--- config.mk ---
export PLATFORM = sky130hd
export DESIGN_NAME = floo_mcast_fork_ctrl
export DESIGN_NICKNAME = d
export VERILOG_FILES = /design/src/rtl/floo_pkg.sv /design/src/rtl/floo_fork_served_tracker.sv /design/src/rtl/floo_mcast_fork_ctrl.sv
export SDC_FILE = /design/constraint.sdc
export NUM_CORES = 1
export LEC_CHECK = 0
export BUFFER_PORTS_ARGS = -buffer_cell sky130_fd_sc_hd__buf_2
export CAP_MARGIN = 20
export CORE_ASPECT_RATIO = 1.75
export CORE_MARGIN = 3
export CORE_UTILIZATION = 30
export DETAILED_ROUTE_END_ITERATION = 8
export HOLD_SLACK_MARGIN = 0.06
export PLACE_DENSITY = 0.54
export SYNTH_ARGS = -nofsm -noshare
export SYNTH_HDL_FRONTEND = slang
export SYNTH_SLANG_ARGS = --single-unit
--- constraint.sdc ---
create_clock -name clk_i -period 1.8 [get_ports clk_i]
set_input_delay 0.18 -clock clk_i [delete_from_list [all_inputs] [get_ports clk_i]]
set_output_delay 0.18 -clock clk_i [all_outputs]
set_load 0.05 [all_outputs]
--- src/rtl/floo_pkg.sv ---
`default_nettype none
// ============================================================================
// Module      : floo_pkg
// Description : Shared router types: output route directions and port count.
// Revision    : 1.0 - initial release
// ============================================================================
package floo_pkg;

  // Bit position of each output port inside a route-select vector.
  typedef enum logic [2:0] {
    North = 3'd0,
    East  = 3'd1,
    South = 3'd2,
    West  = 3'd3,
    Eject = 3'd4
  } route_direction_e;

  localparam int unsigned NumRoutes = 5;

endpackage
`default_nettype wire

--- src/rtl/floo_fork_served_tracker.sv ---
`default_nettype none
// ============================================================================
// Module      : floo_fork_served_tracker
// Description : Remembers which selected outputs took the current flit and
//               reduces that to the input-side acknowledge.
// Revision    : 1.0 - initial release
// ============================================================================
module floo_fork_served_tracker
  import floo_pkg::*;
#(
  parameter int unsigned NumRoutes = floo_pkg::NumRoutes
) (
  input  logic                 clk_i,
  input  logic                 rst_ni,
  input  logic                 valid_i,
  input  logic [NumRoutes-1:0] act_i,
  input  logic [NumRoutes-1:0] ready_i,
  output logic [NumRoutes-1:0] valid_o,
  output logic                 ready_o
);

  logic [NumRoutes-1:0] r_served;
  logic [NumRoutes-1:0] w_hs;
  logic [NumRoutes-1:0] w_pending;

  // valid_o is deliberately independent of ready_i.
  assign valid_o   = {NumRoutes{valid_i}} & act_i & ~r_served;
  assign w_hs      = valid_o & ready_i;
  assign w_pending = act_i & ~(r_served | w_hs);
  assign ready_o   = valid_i & (w_pending == '0);

  always_ff @(posedge clk_i) begin
    if (!rst_ni) begin
      r_served <= '0;
    end else if (valid_i) begin
      // Masking with act_i keeps stale bits from surviving a route change.
      r_served <= ready_o ? '0 : ((r_served | w_hs) & act_i);
    end
  end

endmodule
`default_nettype wire

--- src/rtl/floo_mcast_fork_ctrl.sv ---
`default_nettype none
// ============================================================================
// Module      : floo_mcast_fork_ctrl
// Description : Forks one input flit stream onto a multicast route set, locked
//               from the header flit for the whole packet.
// Revision    : 1.0 - initial release
// ============================================================================
module floo_mcast_fork_ctrl
  import floo_pkg::*;
#(
  parameter int unsigned NumRoutes    = floo_pkg::NumRoutes,
  parameter type         flit_t       = logic,
  parameter int unsigned DropCntWidth = 8
) (
  input  logic                    clk_i,
  input  logic                    rst_ni,
  input  logic                    valid_i,
  output logic                    ready_o,
  input  flit_t                   data_i,
  input  logic                    last_i,
  input  logic [NumRoutes-1:0]    route_sel_i,
  output logic [NumRoutes-1:0]    valid_o,
  input  logic [NumRoutes-1:0]    ready_i,
  output flit_t                   data_o,
  output logic                    busy_o,
  output logic [DropCntWidth-1:0] drop_cnt_o
);

  typedef enum logic {Idle, Burst} state_e;

  state_e                  r_state;
  state_e                  w_state_next;
  logic                    w_route_load;
  logic [NumRoutes-1:0]    r_route;
  logic [NumRoutes-1:0]    w_act;
  logic                    w_complete;
  logic                    w_drop;
  logic [DropCntWidth-1:0] r_drop_cnt;

  assign w_act      = (r_state == Idle) ? route_sel_i : r_route;
  assign w_complete = valid_i & ready_o;
  assign w_drop     = valid_i & (w_act == '0);

  assign data_o     = data_i;
  assign busy_o     = (r_state == Burst);
  assign drop_cnt_o = r_drop_cnt;

  floo_fork_served_tracker #(
    .NumRoutes (NumRoutes)
  ) u_tracker (
    .clk_i   (clk_i),
    .rst_ni  (rst_ni),
    .valid_i (valid_i),
    .act_i   (w_act),
    .ready_i (ready_i),
    .valid_o (valid_o),
    .ready_o (ready_o)
  );

  always_ff @(posedge clk_i) begin
    if (!rst_ni) begin
      r_state <= Idle;
    end else begin
      r_state <= w_state_next;
    end
  end

  always_comb begin
    w_state_next = r_state;
    w_route_load = 1'b0;
    case (r_state)
      Idle: begin
        if (w_complete && !last_i) begin
          w_state_next = Burst;
          w_route_load = 1'b1;
        end
      end
      Burst: begin
        if (w_complete && last_i) begin
          w_state_next = Idle;
        end
      end
      default: w_state_next = Idle;
    endcase
  end

  always_ff @(posedge clk_i) begin
    if (!rst_ni) begin
      r_route    <= '0;
      r_drop_cnt <= '0;
    end else begin
      if (w_route_load) begin
        r_route <= w_act;
      end
      // Saturating count of flits consumed with an empty route set.
      if (w_drop && (r_drop_cnt != '1)) begin
        r_drop_cnt <= r_drop_cnt + DropCntWidth'(1);
      end
    end
  end

endmodule
`default_nettype wire
Yosys cells after proc, flatten, opt, wreduce, memory -nomap -nowiden
Cells that the tools add are included.
Storage, ports and cells
  input bits: 15
  output and inout bits: 16
  logic and storage cells: 30
  flip-flop bits (word level): 19
Operators by class
  reduce and logical (&&, ||, !) cells: 6
  multiplexer cells: 6
  equal/unequal tests: 1
  bitwise logic cells: 12
  add/subtract/negate cells: 1
Operators with widths (number)
  $and 5x5->5: 5
  $logic_not 5->1: 2
  $mux 5: 2
  $not 5->5: 2
  $add 8x1->8 const B: 1
  $ne 8x8->1 const B: 1
  $or 5x5->5: 1
  $and 1x1->1: 3
  $logic_and 1x1->1: 3
  $mux 1: 3
  $pmux 1 s2: 1
  $logic_not 1->1: 1
  $not 1->1: 1

Longest topological paths before layout
  depth after elaboration: 13
  gate-level depth with buffers: 6

By module
A second synthesis with hierarchy kept.
Unflattened totals
  cells, all modules: 125
  area total of the unflattened synthesis: 1137.3 um^2
Modules (own cells, without submodules)
  floo_mcast_fork_ctrl: area an instance 829.5 um^2, times used 1, cells each 85, sequential area each 280.3 um^2
  floo_fork_served_tracker: area an instance 307.8 um^2, times used 1, cells each 40, sequential area each 100.1 um^2

Worst setup path after synthesis
No wires, ideal clock.
  kind: register -> output
  from: register (tool-made name)
  to: output valid_o[2]
  setup slack: -514 ps
  required time: 1620 ps
  cell stages (with the launch flop): 4
  arrival time: 2134 ps
  path buffers: 1
  path through: dfxtp_1 -> buf_6 -> mux2i_1 -> nor3_1
RTL lines
  to (decl): line floo_mcast_fork_ctrl.sv:22  | output logic [NumRoutes-1:0] valid_o,

==> run summary <==
The number of antenna violations at the first check in global routing came out at 0. The DRC violations left is 0. The most used flip-flop cell after synthesis is sky130_fd_sc_hd__dfxtp_1. The combinational group share of total power is about a quarter.

The die covers approximately 0.0046 sq mm. The mux contribution to synthesized area is 9.86%. Once layout is complete, the cells apart from fillers number between 200 and 250. The standby leakage power is 0.000637 uW.

The slack of the critical path is -135 ps. The vertical die dimension is just under 90 um. After floorplanning, the core was sized to cover about 0.0035 sq mm. The portion of total power attributed to sequential cells is 44.1%. The arithmetic-cell share of the synthesized area counting full adders, half adders and majority gates is between 1 and 1.5%. Net switching is 31.0% of the power.

The number of max-slew violations in the final report came out at 0. The part of the cycle the worst path needs came out at 108%. The total length of routed wires is ~3200 um. The worst pin sits at a relative slew slack of a little over two thirds. STA classifies the critical path startpoint as a flop. The post-synth design cell area came out at 0.00113 sq mm. The final count of hold timing violations came out at 0. The post-synthesis area per instance came out at 9.19 sq um. The number of warnings reported in the yosys synthesis log is 0. The dominant combinational cell family by area after synthesis is compound AO/OA/AOI/OAI gates. The post-route netlist has 45.7% of its cells at a drive strength greater than 1. Data arrives at the worst endpoint at 1760 ps. In the layout the commonest cells are 27 x sky130_fd_sc_hd__buf_2, 18 x sky130_fd_sc_hd__dfxtp_1, 15 x sky130_fd_sc_hd__buf_4. From synthesis to final layout, the design area changed by 37.5%.

Internal power comes to 699 uW. The sequential cell area is about 380 sq um. The power per unit of standard cell area came out at between 600 and 700 mW/mm^2.

The longest clock path from root to sink contains 2 buffers. The async set-reset flop share out of synthesis is 0%. The number of cells in the design after placement came out at 204.

Counting I/O delays and the setup requirement, the final critical path takes 1940 ps. The maximum fanout along the worst path came out at 5. Buffers placed on the I/O ports in this run total 28. The overall overflow remaining after global route came out at 0. The critical path in this run is classified as flop to output port.

The clock latency on the worst-skew pair is 250 ps. Detailed placement finished with a half-perimeter wire length of 2440 um. The number of sinks handled by clock tree synthesis came out at 19.

The initial detailed-routing violation count came out at 23. The analysis attributes to net switching a power of about 310 uW. The initial standard-cell utilization of the core is 32.3%.

The multi-input combinational cell area is 758 sq um. The slew at the pin with the worst max-slew slack came out at 453 ps. The clock tree from TritonCTS is done. Across all register-to-register paths, the minimum setup slack is 0 ps.

Counting distinct cell types in the post-synthesis netlist gives 44. The number of global-route vias before repair is approximately 1.2k. In this run the number of H-tree levels came out at 1. The worst min-delay path category is input port to flop. The clock network is responsible for 29.6% of the overall power.

At the worst endpoint, the required time is approximately 1600 ps. In this run, CTS created clock tree buffers numbering 3. Setup repair after global routing could not meet its margin everywhere. The final-layout setup total negative slack is -135 ps. The number of cells on the worst hold path is 3. After Yosys synthesis, XOR and XNOR cells account for 0% of the synthesized area. The simple-gate share of the synthesized area came out at 21.8%. The synthesized-area fraction occupied by ao, oa, aoi and oai cells came out at 27.4%.

The global routing usage summed across all routing layers is 14.9%. STA classifies the critical path endpoint as an output port. The library cell used most frequently in the layout, excluding fill and tap cells, is sky130_fd_sc_hd__buf_2.

Setup violations remaining at the end of the flow were counted as 1. The first global-routing pass estimated 5190 um of wire. The largest vdd supply drop is roughly 0.31 mV. The number of antenna repair diodes is 0.

The final net count came out at 181. The weighted congestion reported at the end of routability-driven placement is just over 0.8. The worst hold slack is approximately 240 ps.

Clock skew on the completed layout was measured at 2.50 ps. The share of the yosys chip area belonging to registers came out at roughly a third. Counting cells, the worst reg-to-reg path comes to 6. The number of standard cells after synthesis came out at roughly 120.

The post-CTS clock slew at the launch and capture registers of the worst setup and hold paths is 70 ps. In this run the core area contains 28 standard-cell rows. Synthesis produced a netlist with a net count of ~140. The top-level port count is 31. The vias after detailed routing came out at 1138. In the final routed layout, each cell accounts on average for between 15 and 20 um. In this run, post-CTS hold repair placed 0 buffers. The remaining number of nets flagged by the antenna check after routing is 0.

The tree is rooted in a sky130_fd_sc_hd__clkbuf_8. Based on the critical path, the design can be clocked at up to 0.517 GHz. The horizontal die dimension came out at 52.4 um. Yosys mapped a number of flops with a built-in enable equal to 0.

Counting the fill cells in the layout gives 367. The pin count of the biggest net entering global routing is 13. The flow ran to the end, but the final reports show violations. The final reports fail on setup timing. In this run, synthesis produced a sequential element count of 19. The max capacitance violation total came out at 0.

The pre-antenna-repair detailed-routing pass consisted of 4 iterations. The number of vias per cell after detailed routing is 5.44.
## cell type report
type | count | share of cell area (%)
Multi-Input combinational cell | 91 | 48.8
Sequential cell | 19 | 24.7
Clock inverter | 1 | 0.322
Clock buffer | 3 | 2.66
Inverter | 5 | 1.53
Timing Repair Buffer | 45 | 18.4
Tap cell | 45 | 3.62
## cells in the mapped netlist, types with 4 or more instances
library cell	n	area share, %
sky130_fd_sc_hd__nand2_1	5	1.7
sky130_fd_sc_hd__dfxtp_1	19	34
sky130_fd_sc_hd__mux2i_1	6	5.3
sky130_fd_sc_hd__or3_1	4	2.2
sky130_fd_sc_hd__a211oi_2	4	4.4
sky130_fd_sc_hd__a21oi_1	13	5.8
sky130_fd_sc_hd__or4_1	4	2.7
sky130_fd_sc_hd__and3_1	5	2.8
sky130_fd_sc_hd__inv_1	4	1.3
sky130_fd_sc_hd__o31ai_1	4	2.7
sky130_fd_sc_hd__nor3_1	6	2.7
## repair_timing
| item | CTS | global route |
|---|---|---|
| pin swaps | 5 | 1 |
| endpoints found under the setup margin | 7 | 18 |
| resized for setup | 10 | 4 |
| setup buffers | 4 | 1 |
| gates cloned | 0 | 0 |
## final timing paths
check,start,end
setup / recovery,flop,ready_o
setup reg to reg,flop,r_route[0]$_SDFFE_PN0P_
hold reg to reg,drop_cnt_o[1]$_SDFFE_PN0P_,drop_cnt_o[1]$_SDFFE_PN0P_
hold / removal,last_i,flop
## power groups by stage
stage,registers [uW],clock network (uW),logic [uW]
3_3_place_gp,455,0,247
6_report,447,300,266
2_1_floorplan,458,0,166
3_5_place_dp,456,0,249
4_1_cts,446,313,267
5_1_grt,448,324,286
## metal layers
metal	share of wire (%)	up-vias	track usage, %
li1	-	563	-
met1	41	544	17.0
met2	54	27	26.9
met3	3.9	4	1.72
met4	1.1	0	6.05
met5	0	-	0
## through the flow
step | power, uW | utilization (%) | worst slack, ps | area, sq um
detailed placement | 705 | 41.3 | -30.7 | 1450
floorplan | 625 | - | 3.83 | 1180
CTS | 1030 | 44.2 | -172 | 1550
global placement | 702 | 41.3 | 1.24 | 1450
global route | 1060 | 44.4 | -199 | 1550
finish | 1010 | 44.4 | -135 | 1550
## registers in the layout (all words and copies together), names as in the netlist, named ones only
signal / cells
drop_cnt_o: 8
r_route: 5
u_tracker.r_served: 5
## critical path: stages, from the launching register on
cell and delay (ps):
sky130_fd_sc_hd__dfxtp_4 390, sky130_fd_sc_hd__mux2_4 300, sky130_fd_sc_hd__a222oi_1 330, sky130_fd_sc_hd__buf_4 190, sky130_fd_sc_hd__nand4_4 90, sky130_fd_sc_hd__clkinv_4 70, sky130_fd_sc_hd__buf_8 130
## cells by family after synthesis
kind of cell,Yosys count
AO/OA/AOI/OAI,41
adder cells (fa/ha/maj),1
buffers and inverters,13
flip-flops,19
multiplexers,10
AND/OR/NAND/NOR,39
Power figures use the tool's default switching activity.
